<file path="config.mk">
export PLATFORM = sky130hd
export DESIGN_NAME = par_share_arbiter_flat
export DESIGN_NICKNAME = d
export VERILOG_FILES = /design/src/rtl/par_share_arbiter_if.sv /design/src/rtl/par_share_arbiter.sv /design/src/flat_wrapper.sv
export SDC_FILE = /design/constraint.sdc
export NUM_CORES = 1
export LEC_CHECK = 0
export BUFFER_PORTS_ARGS = -buffer_cell sky130_fd_sc_hd__buf_2
export CORE_AREA = 2 2 39 41
export CTS_CLUSTER_DIAMETER = 80
export DETAILED_ROUTE_END_ITERATION = 8
export DIE_AREA = 0 0 41 43
export PLACE_DENSITY = 0.8
export RECOVER_POWER = 25
export SLEW_MARGIN = 20
export SYNTH_ARGS = -nofsm -noshare
export SYNTH_HDL_FRONTEND = slang
export SYNTH_SLANG_ARGS = --single-unit
</file>
<file path="constraint.sdc">
create_clock -name clk -period 3.5 [get_ports clk]
set_clock_uncertainty 0.05 [all_clocks]
set_input_delay 0.35 -clock clk [delete_from_list [all_inputs] [get_ports clk]]
set_output_delay 0.35 -clock clk [all_outputs]
set_load 0.05 [all_outputs]
</file>
<file path="src/rtl/par_share_arbiter_if.sv">
// rtl/par_share_arbiter_if.sv - request/response bundle shared by the arbiter and its lanes
interface par_share_arbiter_if #(
    parameter int NUM_REQ = 4,
    parameter int WORD_W  = 4,
    parameter int ID_W    = $clog2(NUM_REQ)
);
    logic [NUM_REQ-1:0]        req_valid;
    logic [NUM_REQ*WORD_W-1:0] req_data;
    logic [NUM_REQ-1:0]        req_ready;
    logic                      rsp_valid;
    logic                      rsp_ready;
    logic [ID_W-1:0]           rsp_id;
    logic                      rsp_parity;
    logic                      rsp_all_ones;

    modport slave (
        input  req_valid,
        input  req_data,
        input  rsp_ready,
        output req_ready,
        output rsp_valid,
        output rsp_id,
        output rsp_parity,
        output rsp_all_ones
    );

    modport master (
        output req_valid,
        output req_data,
        output rsp_ready,
        input  req_ready,
        input  rsp_valid,
        input  rsp_id,
        input  rsp_parity,
        input  rsp_all_ones
    );
endinterface

</file>
<file path="src/rtl/par_share_arbiter.sv">
// rtl/par_share_arbiter.sv - round-robin shared parity/all-ones unit with a one-entry result buffer
// Optional saturating response statistics are enabled with PAR_SHARE_STATS_EN.
module par_share_arbiter #(
    parameter int NUM_REQ = 4,
    parameter int WORD_W  = 4,
    parameter int ID_W    = $clog2(NUM_REQ)
`ifdef PAR_SHARE_STATS_EN
    ,
    parameter int CNT_W   = 8
`endif
) (
    input  logic               clk,
    input  logic               rst,
    par_share_arbiter_if.slave bus
`ifdef PAR_SHARE_STATS_EN
    ,
    output logic [CNT_W-1:0]   odd_count,
    output logic [CNT_W-1:0]   ones_count
`endif
);

    typedef enum logic {
        ST_EMPTY = 1'b0,
        ST_FULL  = 1'b1
    } state_t;

    localparam logic [ID_W:0]   NUM_REQ_X = (ID_W + 1)'(NUM_REQ);
    localparam logic [ID_W-1:0] LAST_ID   = ID_W'(NUM_REQ - 1);

    state_t            state_q, state_d;
    logic [ID_W-1:0]   last_grant_q, last_grant_d;
    logic [ID_W-1:0]   rsp_id_q, rsp_id_d;
    logic              rsp_parity_q, rsp_parity_d;
    logic              rsp_all_ones_q, rsp_all_ones_d;

    logic              can_accept;
    logic              found;
    logic              accept;
    logic              drain;
    logic [ID_W-1:0]   winner;
    logic [ID_W:0]     idx;
    logic [WORD_W-1:0] win_word;
    logic [NUM_REQ-1:0] grant;

    // Rotating search; idx carries one spare bit so the wrap works for any NUM_REQ.
    always_comb begin
        found  = 1'b0;
        winner = '0;
        idx    = '0;
        for (int k = 0; k < NUM_REQ; k++) begin
            idx = {1'b0, last_grant_q} + (ID_W + 1)'(k + 1);
            if (idx >= NUM_REQ_X) begin
                idx = idx - NUM_REQ_X;
            end
            if (!found && bus.req_valid[idx[ID_W-1:0]]) begin
                found  = 1'b1;
                winner = idx[ID_W-1:0];
            end
        end
    end

    always_comb begin
        can_accept = (state_q == ST_EMPTY) || bus.rsp_ready;
        grant      = '0;
        if (!rst && found && can_accept) begin
            grant[winner] = 1'b1;
        end
        accept   = |(bus.req_valid & grant);
        drain    = (state_q == ST_FULL) && bus.rsp_ready;
        win_word = bus.req_data[winner*WORD_W +: WORD_W];
    end

    // A drain and an accept in the same cycle simply overwrite the buffer.
    always_comb begin
        state_d        = state_q;
        last_grant_d   = last_grant_q;
        rsp_id_d       = rsp_id_q;
        rsp_parity_d   = rsp_parity_q;
        rsp_all_ones_d = rsp_all_ones_q;
        if (accept) begin
            state_d        = ST_FULL;
            last_grant_d   = winner;
            rsp_id_d       = winner;
            rsp_parity_d   = ^win_word;
            rsp_all_ones_d = &win_word;
        end else if (drain) begin
            state_d = ST_EMPTY;
        end
    end

    always_ff @(posedge clk) begin
        if (rst) begin
            state_q        <= ST_EMPTY;
            last_grant_q   <= LAST_ID;
            rsp_id_q       <= '0;
            rsp_parity_q   <= 1'b0;
            rsp_all_ones_q <= 1'b0;
        end else begin
            state_q        <= state_d;
            last_grant_q   <= last_grant_d;
            rsp_id_q       <= rsp_id_d;
            rsp_parity_q   <= rsp_parity_d;
            rsp_all_ones_q <= rsp_all_ones_d;
        end
    end

    assign bus.req_ready    = grant;
    assign bus.rsp_valid    = (state_q == ST_FULL);
    assign bus.rsp_id       = rsp_id_q;
    assign bus.rsp_parity   = rsp_parity_q;
    assign bus.rsp_all_ones = rsp_all_ones_q;

`ifdef PAR_SHARE_STATS_EN
    logic [CNT_W-1:0] odd_count_q, odd_count_d;
    logic [CNT_W-1:0] ones_count_q, ones_count_d;

    // Counted on the response handshake, so they track what downstream actually consumed.
    always_comb begin
        odd_count_d  = odd_count_q;
        ones_count_d = ones_count_q;
        if (drain && rsp_parity_q && (odd_count_q != '1)) begin
            odd_count_d = odd_count_q + 1'b1;
        end
        if (drain && rsp_all_ones_q && (ones_count_q != '1)) begin
            ones_count_d = ones_count_q + 1'b1;
        end
    end

    always_ff @(posedge clk) begin
        if (rst) begin
            odd_count_q  <= '0;
            ones_count_q <= '0;
        end else begin
            odd_count_q  <= odd_count_d;
            ones_count_q <= ones_count_d;
        end
    end

    assign odd_count  = odd_count_q;
    assign ones_count = ones_count_q;
`endif

endmodule

</file>
<file path="src/flat_wrapper.sv">
// flat-port wrapper written by rule: the top's interface ports become plain ports
module par_share_arbiter_flat 
#(
    parameter int NUM_REQ = 4,
    parameter int WORD_W  = 4,
    parameter int ID_W    = $clog2(NUM_REQ)

)
  (clk, rst, bus_req_valid, bus_req_data, bus_rsp_ready, bus_req_ready, bus_rsp_valid, bus_rsp_id, bus_rsp_parity, bus_rsp_all_ones);
  par_share_arbiter_if #(.NUM_REQ(NUM_REQ), .WORD_W(WORD_W), .ID_W(ID_W)) bus_i ();
  input  logic clk;
  input  logic rst;
  input wire logic [$bits(bus_i.req_valid)-1:0] bus_req_valid;
  input wire logic [$bits(bus_i.req_data)-1:0] bus_req_data;
  input wire logic [$bits(bus_i.rsp_ready)-1:0] bus_rsp_ready;
  output wire logic [$bits(bus_i.req_ready)-1:0] bus_req_ready;
  output wire logic [$bits(bus_i.rsp_valid)-1:0] bus_rsp_valid;
  output wire logic [$bits(bus_i.rsp_id)-1:0] bus_rsp_id;
  output wire logic [$bits(bus_i.rsp_parity)-1:0] bus_rsp_parity;
  output wire logic [$bits(bus_i.rsp_all_ones)-1:0] bus_rsp_all_ones;
  assign bus_i.req_valid = bus_req_valid;
  assign bus_i.req_data = bus_req_data;
  assign bus_i.rsp_ready = bus_rsp_ready;
  assign bus_req_ready = bus_i.req_ready;
  assign bus_rsp_valid = bus_i.rsp_valid;
  assign bus_rsp_id = bus_i.rsp_id;
  assign bus_rsp_parity = bus_i.rsp_parity;
  assign bus_rsp_all_ones = bus_i.rsp_all_ones;
  par_share_arbiter #(.NUM_REQ(NUM_REQ), .WORD_W(WORD_W), .ID_W(ID_W)) u_core (.clk(clk), .rst(rst), .bus(bus_i));
endmodule
</file>
==> summary.md <==
| Metric | Value |
|---|---|
| Status | `complete, no violations` |
| Pint | `0.0001911 W` |
| Crit path kind | `flop to output port` |
| Setup crit start kind | `flop` |
| Post-CTS sizing | `0` |
| Total placed cells including tap cells | `107` |
| Area Growth Syn to Fin | `28.18%` |
| Yosys cell types | `29` |
| Type of the worst min-delay path | `input pin to flop` |
| Finish-stage setup viols | `0` |
| M1 WL | `563 um` |
| Largest cells by area after synthesis | `dfxtp_1 24%, mux2i_1 22%, a21oi_1 4.2%` |
| R2r setup slk | `1.28 ns` |
| Clock sinks | `7` |
| Starting DRT DRC Count | `5` |
| DIE AREA | `1763 um2` |
| Vias in the first global route | `490` |
| Routed wl met2 | `667 um` |
| DRC errors left | `0` |
| Grt ovf | `0` |
| Diode count | `0` |
| Mux contribution to synthesized area | `22.03%` |
| Leakage | `0.3750 nW` |
| Final period utilization | `65.80%` |
| I/O Buffers | `31` |
| Avg Inst Size Synth | `9.374 um2` |
| Synth Area in Simple Gates | `27.75%` |
| Relative slew margins | `59.55%` |
| CTS tree | `yes` |
| Clk pwr share | `23.2%` |
| Hold_sp | `bus_rsp_ready` |
| Post-synth top area share | `23.73%` |
| Flop pwr share | `30.1%` |
| P_sw | `0.0001313 W` |
| Post-synth ARST share | `0%` |
| Most frequent cells in the layout | `28 x buf_2, 13 x mux2i_1, 7 x dfxtp_1, 6 x nand2_1` |
| Max VDD drop | `0.2756 mV` |
| Crit end category | `output port` |
| Hold_buf cts | `0` |
| Routed len/inst | `11.45 um` |
| Postcts setup bufs | `0` |
| Pin count of the biggest net entering global routing | `14` |
| Initial antenna violation count | `0` |
| Non-Filler Instances | `111` |
| Synthesized cell area | `590.6 um2` |
| GRT Total Usage | `15.74%` |
| Sw Ratio | `40.73%` |
| Total negative slack | `0 ns` |
| Max-slew violations | `0` |
| Critical Path RT | `3.10 ns` |
| Final Hold Viols | `0` |
| Row count | `14` |
| DRT Wirelength | `1271 um` |
| Highest Signal Layer | `met3` |
| Max Fclk | `434.2 MHz` |
| Die width | `41 um` |
| Post-synth EDFFs | `0` |
| Detail Placement HPWL | `1032 um` |
| Root Driver | `clkbuf_4` |
| Final min period | `2.303 ns` |
| Post-Synth Adder-Cell Area | `4.237%` |
| FF+latch count, synth | `7` |
| Core footprint | `1384 um2` |
| Worst Path Max Fanout | `13` |
| Die H | `43 um` |
| Share of cells above drive strength 1 | `41.05%` |
| Synth area leader | `dfxtp_1` |
| Synth Flop Type | `dfxtp_1` |
| Maxcap violations | `0` |
| YS warnings | `0` |
| Most common cell after layout, fill and taps aside | `buf_2` |
| Worst-Margin Slew | `0.6093 ns` |
| Synth Instances | `63` |
| Clock Latency Late Sink | `0.25 ns` |
| CTS buffer count | `3` |
| Via density per instance | `5.000` |
| H-tree levels | `1` |
| Post-Syn Nets | `88` |
| Gate power share | `46.7%` |
| CTS Buffer Depth | `2` |
| Net count reported at finish | `121` |
| CTS clk-pin slew, worst paths | `0.06 ns` |
| Met3 wire len | `40 um` |
| Antenna Nets Post-Route | `0` |
| Worst Setup SP | `u_core.last_grant_q[1]$_SDFFE_PP1P_` |
| RSZ-0062 raised after global routing | `false` |
| GPL Wtd Cong | `0.7590` |
| Synth Area in Compound Gates | `15.68%` |
| Critical path data arrival time | `1.90 ns` |
| Top Ports | `32` |
| Power density over the cells | `425.8 nW/um2` |
| Pre-antenna DRT Iters | `2` |
| Fillers | `141` |
| Seq/Total Area, Yosys | `23.73%` |
| Initial Utilization | `42.68%` |
| First-pass GRT wire length | `1925 um` |
| Via count | `555` |
| Synth Area in XOR/XNOR | `1.483%` |
| Largest family of logic cells by synthesized area | `simple AND/OR/NAND/NOR gates` |
| RR Startpoint | `u_core.last_grant_q[1]$_SDFFE_PP1P_` |
## registers in the layout (all words and copies together) (netlist names)
signal,count
u_core.bus.rsp_all_ones,1
u_core.bus.rsp_id,2
u_core.bus.rsp_parity,1
u_core.bus.rsp_valid,1
u_core.last_grant_q,2
## power groups by stage
| stage | Clock, W | Combinational [W] | Sequential [W] |
|---|---|---|---|
| 2_1_floorplan | 0 | 0.0000989 | 0.000123 |
| 3_3_place_gp | 0 | 0.000151 | 0.0000984 |
| 3_5_place_dp | 0 | 0.000153 | 0.0000982 |
| 4_1_cts | 0.0000786 | 0.000154 | 0.0000967 |
| 5_1_grt | 0.0000854 | 0.000165 | 0.0000982 |
| 6_report | 0.0000748 | 0.000151 | 0.0000969 |
## metrics by stage
step / setup WS [ns] / total power, W / hold slack [ns] / cell area, um2 / util (%)
floorplan: 0.4762 / 0.0002219 / 0.4494 / 590.6 / -
detailed placement: 1.206 / 0.0002515 / 0.3963 / 739.5 / 53.44
finish: 1.197 / 0.0003223 / 0.3250 / 757.0 / 54.70
global placement: 1.264 / 0.0002490 / 0.3962 / 739.5 / 53.44
global route: 1.054 / 0.0003486 / 0.3405 / 757.0 / 54.70
CTS: 1.185 / 0.0003291 / 0.3172 / 767.0 / 55.43
## synthesized netlist by cell type, drive strengths merged, types with 2 or more instances
| library cell | number |
|---|---|
| mux2i | 13 |
| dfxtp | 7 |
| nand2 | 6 |
| a21oi | 5 |
| nor2 | 5 |
| a21o | 2 |
| and3 | 2 |
| buf | 2 |
| ha | 2 |
| nor4 | 2 |
| nor4b | 2 |
| o21bai | 2 |
## cell families (layout without fill, tap and decap cells)
| logic type | Yosys count | after routing |
|---|---|---|
| fa+ha+maj | 2 | 2 |
| flops | 7 | 7 |
| buf+inv | 4 | 36 |
| simple gates | 24 | 24 |
| mux | 13 | 13 |
| compound gates | 12 | 12 |
| xor+xnor | 1 | 1 |
## critical path, cell delays in order, from the launching register on
cell and delay [ns]:
dfxtp_1 0.44, nand3b_1 0.16, a31oi_4 0.48, nor4b_2 0.27, buf_2 0.30
## metal layers
layer	GRT usage, %	vias to the layer above
met2	24.06	9
met5	0	-
met3	4.712	0
li1	-	293
met4	6.000	0
met1	19.93	253
## layout make-up
class	instances	area, um2	share of cell area, %
timing repair buffer	31	151.4	20.00
multi-input combinational	52	414.1	54.71
sequential	7	140.1	18.51
clock inverter	1	5.005	0.6612
clock buffer	3	22.52	2.975
tap	16	20.02	2.645
inverter	1	3.754	0.4959
## path summary, 6_finish.rpt
| check | end | depth (start not counted) |
|---|---|---|
| worst max-delay path | bus_req_ready[3] | 4 |
| worst min-delay path | u_core.bus.rsp_valid$_SDFFE_PP0P_ | 4 |
| worst max register to register | u_core.bus.rsp_parity$_SDFFE_PP0P_ | 7 |
| worst min register to register | u_core.bus.rsp_all_ones$_SDFFE_PP0P_ | 2 |
Power figures use the tool's default switching activity.
